<file path="config.mk">
export PLATFORM = sky130hd
export DESIGN_NAME = pipelined_cla_adder
export DESIGN_NICKNAME = d
export VERILOG_FILES = /design/src/rtl/pipelined_cla_adder_pkg.sv /design/src/rtl/cla_group.sv /design/src/rtl/pipelined_cla_adder.sv
export SDC_FILE = /design/constraint.sdc
export NUM_CORES = 1
export LEC_CHECK = 0
export CAP_MARGIN = 40
export CORE_ASPECT_RATIO = 1.4
export CORE_MARGIN = 1
export CORE_UTILIZATION = 25
export CTS_BUF_LIST = sky130_fd_sc_hd__clkbuf_4
export CTS_CLUSTER_DIAMETER = 50
export DETAILED_ROUTE_END_ITERATION = 8
export DONT_BUFFER_PORTS = 1
export GPL_TIMING_DRIVEN = 0
export PLACE_DENSITY = 0.41
export SLEW_MARGIN = 20
export SYNTH_ARGS = -nofsm -noshare
export SYNTH_HDL_FRONTEND = slang
export SYNTH_SLANG_ARGS = --single-unit
</file>
<file path="constraint.sdc">
create_clock -name clk -period 2.7 [get_ports clk]
set_clock_uncertainty 0.1 [all_clocks]
set_input_delay 0.27 -clock clk [delete_from_list [all_inputs] [get_ports clk]]
set_output_delay 0.27 -clock clk [all_outputs]
set_load 0.05 [all_outputs]
</file>
<file path="src/rtl/pipelined_cla_adder_pkg.sv">
// Shared definitions for the pipelined carry-lookahead adder.
// Stage-count helper and add/sub mode encoding.
package pipelined_cla_adder_pkg;

    localparam logic MODE_ADD = 1'b0;
    localparam logic MODE_SUB = 1'b1;

    function automatic int calc_ng(input int width, input int group_w);
        return width / group_w;
    endfunction

endpackage

</file>
<file path="src/rtl/cla_group.sv">
// One GROUP_W-bit carry-lookahead group: sum, carry-out and
// the carry into its MSB (needed for signed overflow).
module cla_group #(
    parameter int GROUP_W = 4
) (
    input  logic [GROUP_W-1:0] i_x,
    input  logic [GROUP_W-1:0] i_y,
    input  logic               i_cin,
    output logic [GROUP_W-1:0] o_sum,
    output logic               o_cout,
    output logic               o_cmsb
);

    logic [GROUP_W-1:0] w_p;
    logic [GROUP_W-1:0] w_g;
    logic [GROUP_W:0]   w_c;

    // Every carry is a flat sum of generate/propagate products.
    function automatic logic [GROUP_W:0] lookahead(
        input logic [GROUP_W-1:0] p,
        input logic [GROUP_W-1:0] g,
        input logic               cin
    );
        logic [GROUP_W:0] c;
        logic             t;
        c    = '0;
        c[0] = cin;
        for (int i = 0; i < GROUP_W; i++) begin
            t = cin;
            for (int j = 0; j <= i; j++) t = t & p[j];
            c[i+1] = t;
            for (int j = 0; j <= i; j++) begin
                t = g[j];
                for (int m = j + 1; m <= i; m++) t = t & p[m];
                c[i+1] = c[i+1] | t;
            end
        end
        return c;
    endfunction

    assign w_p    = i_x ^ i_y;
    assign w_g    = i_x & i_y;
    assign w_c    = lookahead(w_p, w_g, i_cin);
    assign o_sum  = w_p ^ w_c[GROUP_W-1:0];
    assign o_cout = w_c[GROUP_W];
    assign o_cmsb = w_c[GROUP_W-1];

endmodule

</file>
<file path="src/rtl/pipelined_cla_adder.sv">
// WIDTH-bit add/sub pipeline, one lookahead group per stage,
// carry registered between stages, whole-pipe valid/ready stall.
module pipelined_cla_adder
    import pipelined_cla_adder_pkg::*;
#(
    parameter int WIDTH   = 16,
    parameter int GROUP_W = 4
) (
    input  logic             clk,
    input  logic             rst,
    input  logic             in_valid,
    output logic             in_ready,
    input  logic [WIDTH-1:0] in_a,
    input  logic [WIDTH-1:0] in_b,
    input  logic             in_cin,
    input  logic             in_sub,
    output logic             out_valid,
    input  logic             out_ready,
    output logic [WIDTH-1:0] out_sum,
    output logic             out_cout,
    output logic             out_ovf
);

    localparam int NG = calc_ng(WIDTH, GROUP_W);

    if (GROUP_W < 1 || WIDTH < GROUP_W || (WIDTH % GROUP_W) != 0) begin : g_bad_cfg
        $error("pipelined_cla_adder: WIDTH must be a nonzero multiple of GROUP_W");
    end

    logic             w_adv;
    logic [WIDTH-1:0] w_b0;
    logic             w_c0;

    assign w_adv    = ~out_valid | out_ready;
    assign in_ready = w_adv;
    assign w_b0     = (in_sub == MODE_SUB) ? ~in_b : in_b;
    assign w_c0     = (in_sub == MODE_SUB) ? ~in_cin : in_cin;

    for (genvar k = 0; k < NG; k++) begin : g_stage
        // Operand bits still to be consumed, and sum bits produced so far.
        localparam int WK = WIDTH - k * GROUP_W;
        localparam int SK = (k + 1) * GROUP_W;

        logic [WK-1:0]      w_a;
        logic [WK-1:0]      w_b;
        logic               w_c;
        logic               w_v;
        logic [GROUP_W-1:0] w_gsum;
        logic               w_gcout;
        logic               w_cmsb;
        logic [SK-1:0]      w_s_next;

        logic               r_v;
        logic               r_c;
        logic [SK-1:0]      r_s;

        if (k == 0) begin : g_first
            assign w_a      = in_a;
            assign w_b      = w_b0;
            assign w_c      = w_c0;
            assign w_v      = in_valid;
            assign w_s_next = w_gsum;
        end else begin : g_next
            assign w_a      = g_stage[k-1].g_fwd.r_a;
            assign w_b      = g_stage[k-1].g_fwd.r_b;
            assign w_c      = g_stage[k-1].r_c;
            assign w_v      = g_stage[k-1].r_v;
            assign w_s_next = {w_gsum, g_stage[k-1].r_s};
        end

        cla_group #(.GROUP_W(GROUP_W)) u_grp (
            .i_x    (w_a[GROUP_W-1:0]),
            .i_y    (w_b[GROUP_W-1:0]),
            .i_cin  (w_c),
            .o_sum  (w_gsum),
            .o_cout (w_gcout),
            .o_cmsb (w_cmsb)
        );

        always_ff @(posedge clk or posedge rst) begin
            if (rst) begin
                r_v <= 1'b0;
                r_c <= 1'b0;
                r_s <= '0;
            end else if (w_adv) begin
                r_v <= w_v;
                r_c <= w_gcout;
                r_s <= w_s_next;
            end
        end

        if (k < NG - 1) begin : g_fwd
            logic [WK-GROUP_W-1:0] r_a;
            logic [WK-GROUP_W-1:0] r_b;
            logic                  w_unused_cmsb;

            assign w_unused_cmsb = w_cmsb;

            always_ff @(posedge clk or posedge rst) begin
                if (rst) begin
                    r_a <= '0;
                    r_b <= '0;
                end else if (w_adv) begin
                    r_a <= w_a[WK-1:GROUP_W];
                    r_b <= w_b[WK-1:GROUP_W];
                end
            end
        end else begin : g_last
            logic r_ovf;

            always_ff @(posedge clk or posedge rst) begin
                if (rst) begin
                    r_ovf <= 1'b0;
                end else if (w_adv) begin
                    r_ovf <= w_cmsb ^ w_gcout;
                end
            end
        end
    end

    assign out_valid = g_stage[NG-1].r_v;
    assign out_sum   = g_stage[NG-1].r_s;
    assign out_cout  = g_stage[NG-1].r_c;
    assign out_ovf   = g_stage[NG-1].g_last.r_ovf;

endmodule

</file>
# Word level (Yosys, flattened, before mapping)
# Index checks and enable logic that the tools add are counted.
[word_totals] inputBits=38 reg_bits=97 output_inout_bits=20
[op_classes] bitwise=97 n_mux=2
[op_table] cell="bitwise OR 1 bit" count=41
[op_table] cell="AND 1 bit" count=40
[op_table] cell="XOR 4 bit" count=8
[op_table] cell="AND 4 bit" count=4
[op_table] cell="two-way mux 16 bit" count=1
[op_table] cell="inverter 16 bit" count=1
[op_table] cell="inverter 1 bit" count=2
[op_table] cell="two-way mux 1 bit" count=1
[op_table] cell="XOR 1 bit" count=1

# Logic depth before layout (Yosys ltp)
[logic_depth] ltp_word=11 ltp_mapped=8 depth_no_buf=6

# By module
# A second synthesis with hierarchy kept.
[unflattened] hier_cells=291 hier_area_um2=4483.0
[modules_own_cells] module="pipelined_cla_adder" area_each_um2=3849.9 cells_per_inst=227 instances=1
[modules_own_cells] module="cla_group (g_stage[0].u_grp ...)" area_each_um2=162.7 cells_per_inst=15 instances=2
[modules_own_cells] module="cla_group (g_stage[3].u_grp)" area_each_um2=161.4 cells_per_inst=19 instances=1
[modules_own_cells] module="cla_group (g_stage[2].u_grp)" area_each_um2=146.4 cells_per_inst=15 instances=1

# Least setup slack after synthesis
# Ideal clock, no wire load.
[synth_timing] path_kind="input-to-reg" start="input port in_sub" end="register g_stage[0].r_c" setup_ns=0.124 setup_slack_ns=0.640 n_path_buf=2 t_required_ns=2.476 path_stages=8 t_arrival_ns=1.836 path_cell_list="buf_4 buf_6 xor2_1 ha_1 ha_1 o211a_1 o21a_1 o31a_1"
[synth_via] elab_chain_cells=10
[synth_rtl] element="start: declaration" line_no="pipelined_cla_adder.sv:16" source="input logic in_sub,"
[synth_rtl] element="two-way mux 16 bit" line_no="pipelined_cla_adder.sv:36" source="assign w_b0 = (in_sub == MODE_SUB) ? ~in_b : in_b;"
[synth_rtl] element="XOR 4 bit" line_no="cla_group.sv:41" source="assign w_p = i_x ^ i_y;"
[synth_rtl] element="AND 1 bit (4 in series)" line_no="cla_group.sv:30" source="for (int j = 0; j <= i; j++) t = t & p[j];"
[synth_rtl] element="bitwise OR 1 bit (3 in series)" line_no="cla_group.sv:35" source="c[i+1] = c[i+1] | t;"
[synth_rtl] element="bitwise OR 1 bit (*)" line_no="cla_group.sv:35"
[synth_rtl] element="end signal: assignment" line_no="pipelined_cla_adder.sv:87" source="r_c <= w_gcout;"
[synth_rtl] element="end: declaration" line_no="pipelined_cla_adder.sv:54" source="logic r_c;"
# Mark *: on every way between the ends. The rest lies on a longest branch, timed or not.
# A chain may end at the register's enable or synchronous reset.

# Worst setup path in the final report
[layout_timing] start="register g_stage[3].r_v (netlist: out_valid)" end="output port in_ready"
[layout_via] elab_chain_cells=2
[layout_rtl] element="start: declaration" line_no="pipelined_cla_adder.sv:53" source="logic r_v;"
[layout_rtl] element="start signal: assignment" line_no="pipelined_cla_adder.sv:86" source="r_v <= w_v;"
[layout_rtl] element="inverter 1 bit" line_no="pipelined_cla_adder.sv:34" source="assign w_adv = ~out_valid | out_ready;"
[layout_rtl] element="bitwise OR 1 bit" line_no="pipelined_cla_adder.sv:34"
[layout_rtl] element="end: declaration" line_no="pipelined_cla_adder.sv:12" source="output logic in_ready,"
# No other way between the ends.

==> key figures <==
Cells and area
  • Area Overhead vs Synth: 18.1%
  • Most common cell after layout, fill and taps aside: nand2_1
  • Layout cells sized above 1: ~8.5%
  • Commonest cells after routing, fill and taps aside: nand2_1, dfrtp_1, dlygate4sd3_1
  • Post-route core utilization: a little under a third
  • Area of combinational cells with multiple inputs: approximately 1800 µm²
  • Sequential cell area in the final layout: about 2400 µm²
  • Fill cell instance count of the final layout: slightly below 2000
  • Final Cell Area: around 5300 µm²
  • Total Nets Final: 565

Power and ir drop
  • Fraction of power consumed by sequential logic: between 50% and 60%
  • Combinational cell fraction of total power: about a third
  • Leakage power total: between 2 and 3 nW
  • Power per cell area: around 1100 nW/µm²
  • Switching power: about 0.0025 W
  • Fraction of power spent switching nets: roughly 43%
  • Worst IR Drop VDD: 308 µV
  • Cell internal pwr: about 0.0034 W
  • Clock power share: 16.0%

Synthesis
  • Part of the Yosys area used for sequential elements: a little over half
  • Post-synthesis register bit count: slightly below 100
  • Count of distinct cell types in the synthesized netlist: 26
  • Synthesized cell area: ~4500 µm²
  • Avg Synthesized Cell Area: 9.64 µm²
  • Net count after synthesis: approximately 520
  • Gate count of the mapped netlist: 462
  • Yosys Warn Count: 0

Clocking
  • CTS max path bufs: 2
  • CTS tree: yes
  • Num CTS Buffers: 9
  • Number of instances resized during post-cts repair: 0
  • CTS Sinks: between 90 and 100
  • Post-CTS setup buffer count: 0
  • Insertion delay to the later sink of the worst-skew pair: about 0.46 ns
  • Clock Pin Slew Worst Setup and Hold Paths: roughly 0.14 ns
  • Number of H-tree levels: 3
  • CTS root buffer: clkbuf_4
  • CTS hold repair buffers: 27

Floorplanning
  • Cell row count: 57
  • Top Ports: 58
  • Area of the die: 18400 µm²
  • Placeable core region: ~17000 µm²
  • Horizontal extent of the die: around 110 µm
  • Die Y: about 160 µm
  • Initial core utilization: between 20% and 30%

Timing
  • Final-layout setup total negative slack: 0 ns
  • Final Setup Violations: 0
  • Ratio of final minimum period to clock period: a little over four fifths
  • Relative slew margins: ~65%
  • Worst hold slack: 0.0533 ns
  • FMAX: 0.438 GHz
  • Final worst-path setup slack: 0.418 ns
  • Number of slew-limit violations in the final report: 0
  • Actual slew at the worst max-slew pin: roughly 0.53 ns
  • Unrepaired setup endpoints after global routing: false
  • Number of hold-slack violations in the final timing report: 0
  • Final critical path time including I/O delays and setup: around 2.3 ns

Placed design
  • Instance area at placement: 4810 µm²
  • Worst slack after detailed placement: 0.468 ns
  • Port Buffer Count: 0
  • DP Wirelength: 8030 µm
  • Final weighted congestion of routability-driven global placement: between 0.7 and 0.8

Worst hold path
  • Worst hold path class: in2reg
  • Cell depth of the worst hold path: 3

Detailed routing
  • Number of iterations in the first detailed-routing pass: 5
  • Total number of vias: 3063
  • Number of design-rule violations left by the first detailed-router iteration: 94
  • Number of remaining DRC errors: 0
  • Count of nets left with antenna violations after detail routing: 0
  • DR WL/cell: 14.3 µm
  • Via/cell ratio: around 4.1
  • Final routed wirelength across all metal layers: 10700 µm

Global routing
  • Initial antenna violation count: 1
  • Number of global-route vias before repair: roughly 3200
  • Global route overflow: 0
  • Pin count of the biggest net entering global routing: 34
  • All-Layer GR Usage: around an eighth
  • Global-route wire length before repair: around 18000 µm

Worst setup path
  • Setup CP Type: reg2out
  • Worst setup EP type: output pin
  • Crit path arrival time: ~1.9 ns
  • Category of the worst setup path launch point: register
  • Worst Path Required: 2.33 ns
  • Crit Path Max Fanout: 10
  • Depth of the worst register-to-register path: 6

Run status
  • Run status: completed

Flow run
  • Maximum capacitance violations: 0
power groups by stage:
| stage | clock network, W | registers [W] | logic (W) |
|---|---|---|---|
| 2_1_floorplan | 0 | 0.00290 | 0.00155 |
| 3_3_place_gp | 0 | 0.00305 | 0.00194 |
| 3_5_place_dp | 0 | 0.00307 | 0.00200 |
| 4_1_cts | 0.000988 | 0.00303 | 0.00204 |
| 5_1_grt | 0.00104 | 0.00311 | 0.00230 |
| 6_report | 0.000952 | 0.00301 | 0.00198 |
worst max-delay path: stages (launching register included):
cell	delay, ns
dfrtp_1	0.59
nor2b_4	0.22
buf_6	0.13
inv_4	0.09
buf_2	0.43
per-layer routing:
layer / global-route usage, % / share of wire [%]
met5: 0 / 0
met4: 5.08 / 1.9
met3: 2.66 / 4.3
met2: 22.3 / 52
met1: 15.3 / 42
area by class of cell:
type	instances	share of cell area, %
Clock inverter	6	2.05
Tap cell	236	5.61
Buffer	23	3.69
Timing Repair Buffer	30	6.28
Inverter	9	0.761
Multi-Input combinational cell	333	34.1
Antenna cell	1	0.0476
Sequential cell	97	46.1
Clock buffer	9	1.28
logic make-up after synthesis:
group	count (synthesis)	synth area share (%)
adders and majority gates	24	7.42
and+or+nand+nor	233	20.3
xor gates and xnor gates	21	4.13
DFF	97	54.5
AOI/OAI and AO/OA	55	8.51
buffers and inverters	32	5.17
sequential cells by signal, indices dropped and copies added (netlist names):
register,cells
g_stage.g_fwd.r_b,24
out_cout,1
g_stage.g_fwd.r_a,24
g_stage.r_v,3
out_sum,16
g_stage.r_s,24
g_stage.r_c,3
out_ovf,1
out_valid,1
metrics by stage:
stage	power, W	std cells
after floorplan	0.00445	462
after global placement	0.00499	698
after detailed placement	0.00507	701
after CTS	0.00606	743
after global routing	0.00644	744
final	0.00594	744
final timing paths:
path	startpoint	endpoint	slack, ns
hold reg to reg	g_stage[0].r_s[1]	g_stage[1].r_s[1]	0.38
max in group asynchronous	rst	g_stage[1].g_fwd.r_b[4]	1.68
min in group asynchronous	rst	out_sum[0]	0.11
hold / removal	in_a[0]	g_stage[0].r_s[0]	0.05
setup reg to reg	out_valid	g_stage[2].r_s[6]	0.83
setup / recovery	out_valid	in_ready	0.42
cell usage after synthesis:
| cell type | count | area [µm²] |
|---|---|---|
| a21o_1 | 4 | 30.0 |
| a21oi_1 | 5 | 25.0 |
| buf_2 | 8 | 40.0 |
| buf_4 | 2 | 15.0 |
| buf_6 | 12 | 135 |
| clkbuf_1 | 1 | 3.75 |
| dfrtp_1 | 97 | 2430 |
| fa_1 | 4 | 80.1 |
| ha_1 | 20 | 250 |
| inv_1 | 8 | 30.0 |
| inv_4 | 1 | 6.26 |
| nand2_1 | 215 | 807 |
| nand2b_1 | 3 | 18.8 |
| nor2_1 | 6 | 22.5 |
| nor2b_4 | 1 | 13.8 |
| nor3_1 | 8 | 40.0 |
| o211a_1 | 4 | 40.0 |
| o21a_1 | 12 | 90.1 |
| o21ai_0 | 12 | 60.1 |
| o21ai_1 | 5 | 25.0 |
| o22a_1 | 1 | 8.76 |
| o31a_1 | 4 | 35.0 |
| o31ai_1 | 7 | 52.6 |
| o31ai_2 | 1 | 12.5 |
| xnor2_1 | 14 | 123 |
| xor2_1 | 7 | 61.3 |
Note: power is estimated with default switching activity, not from simulation.
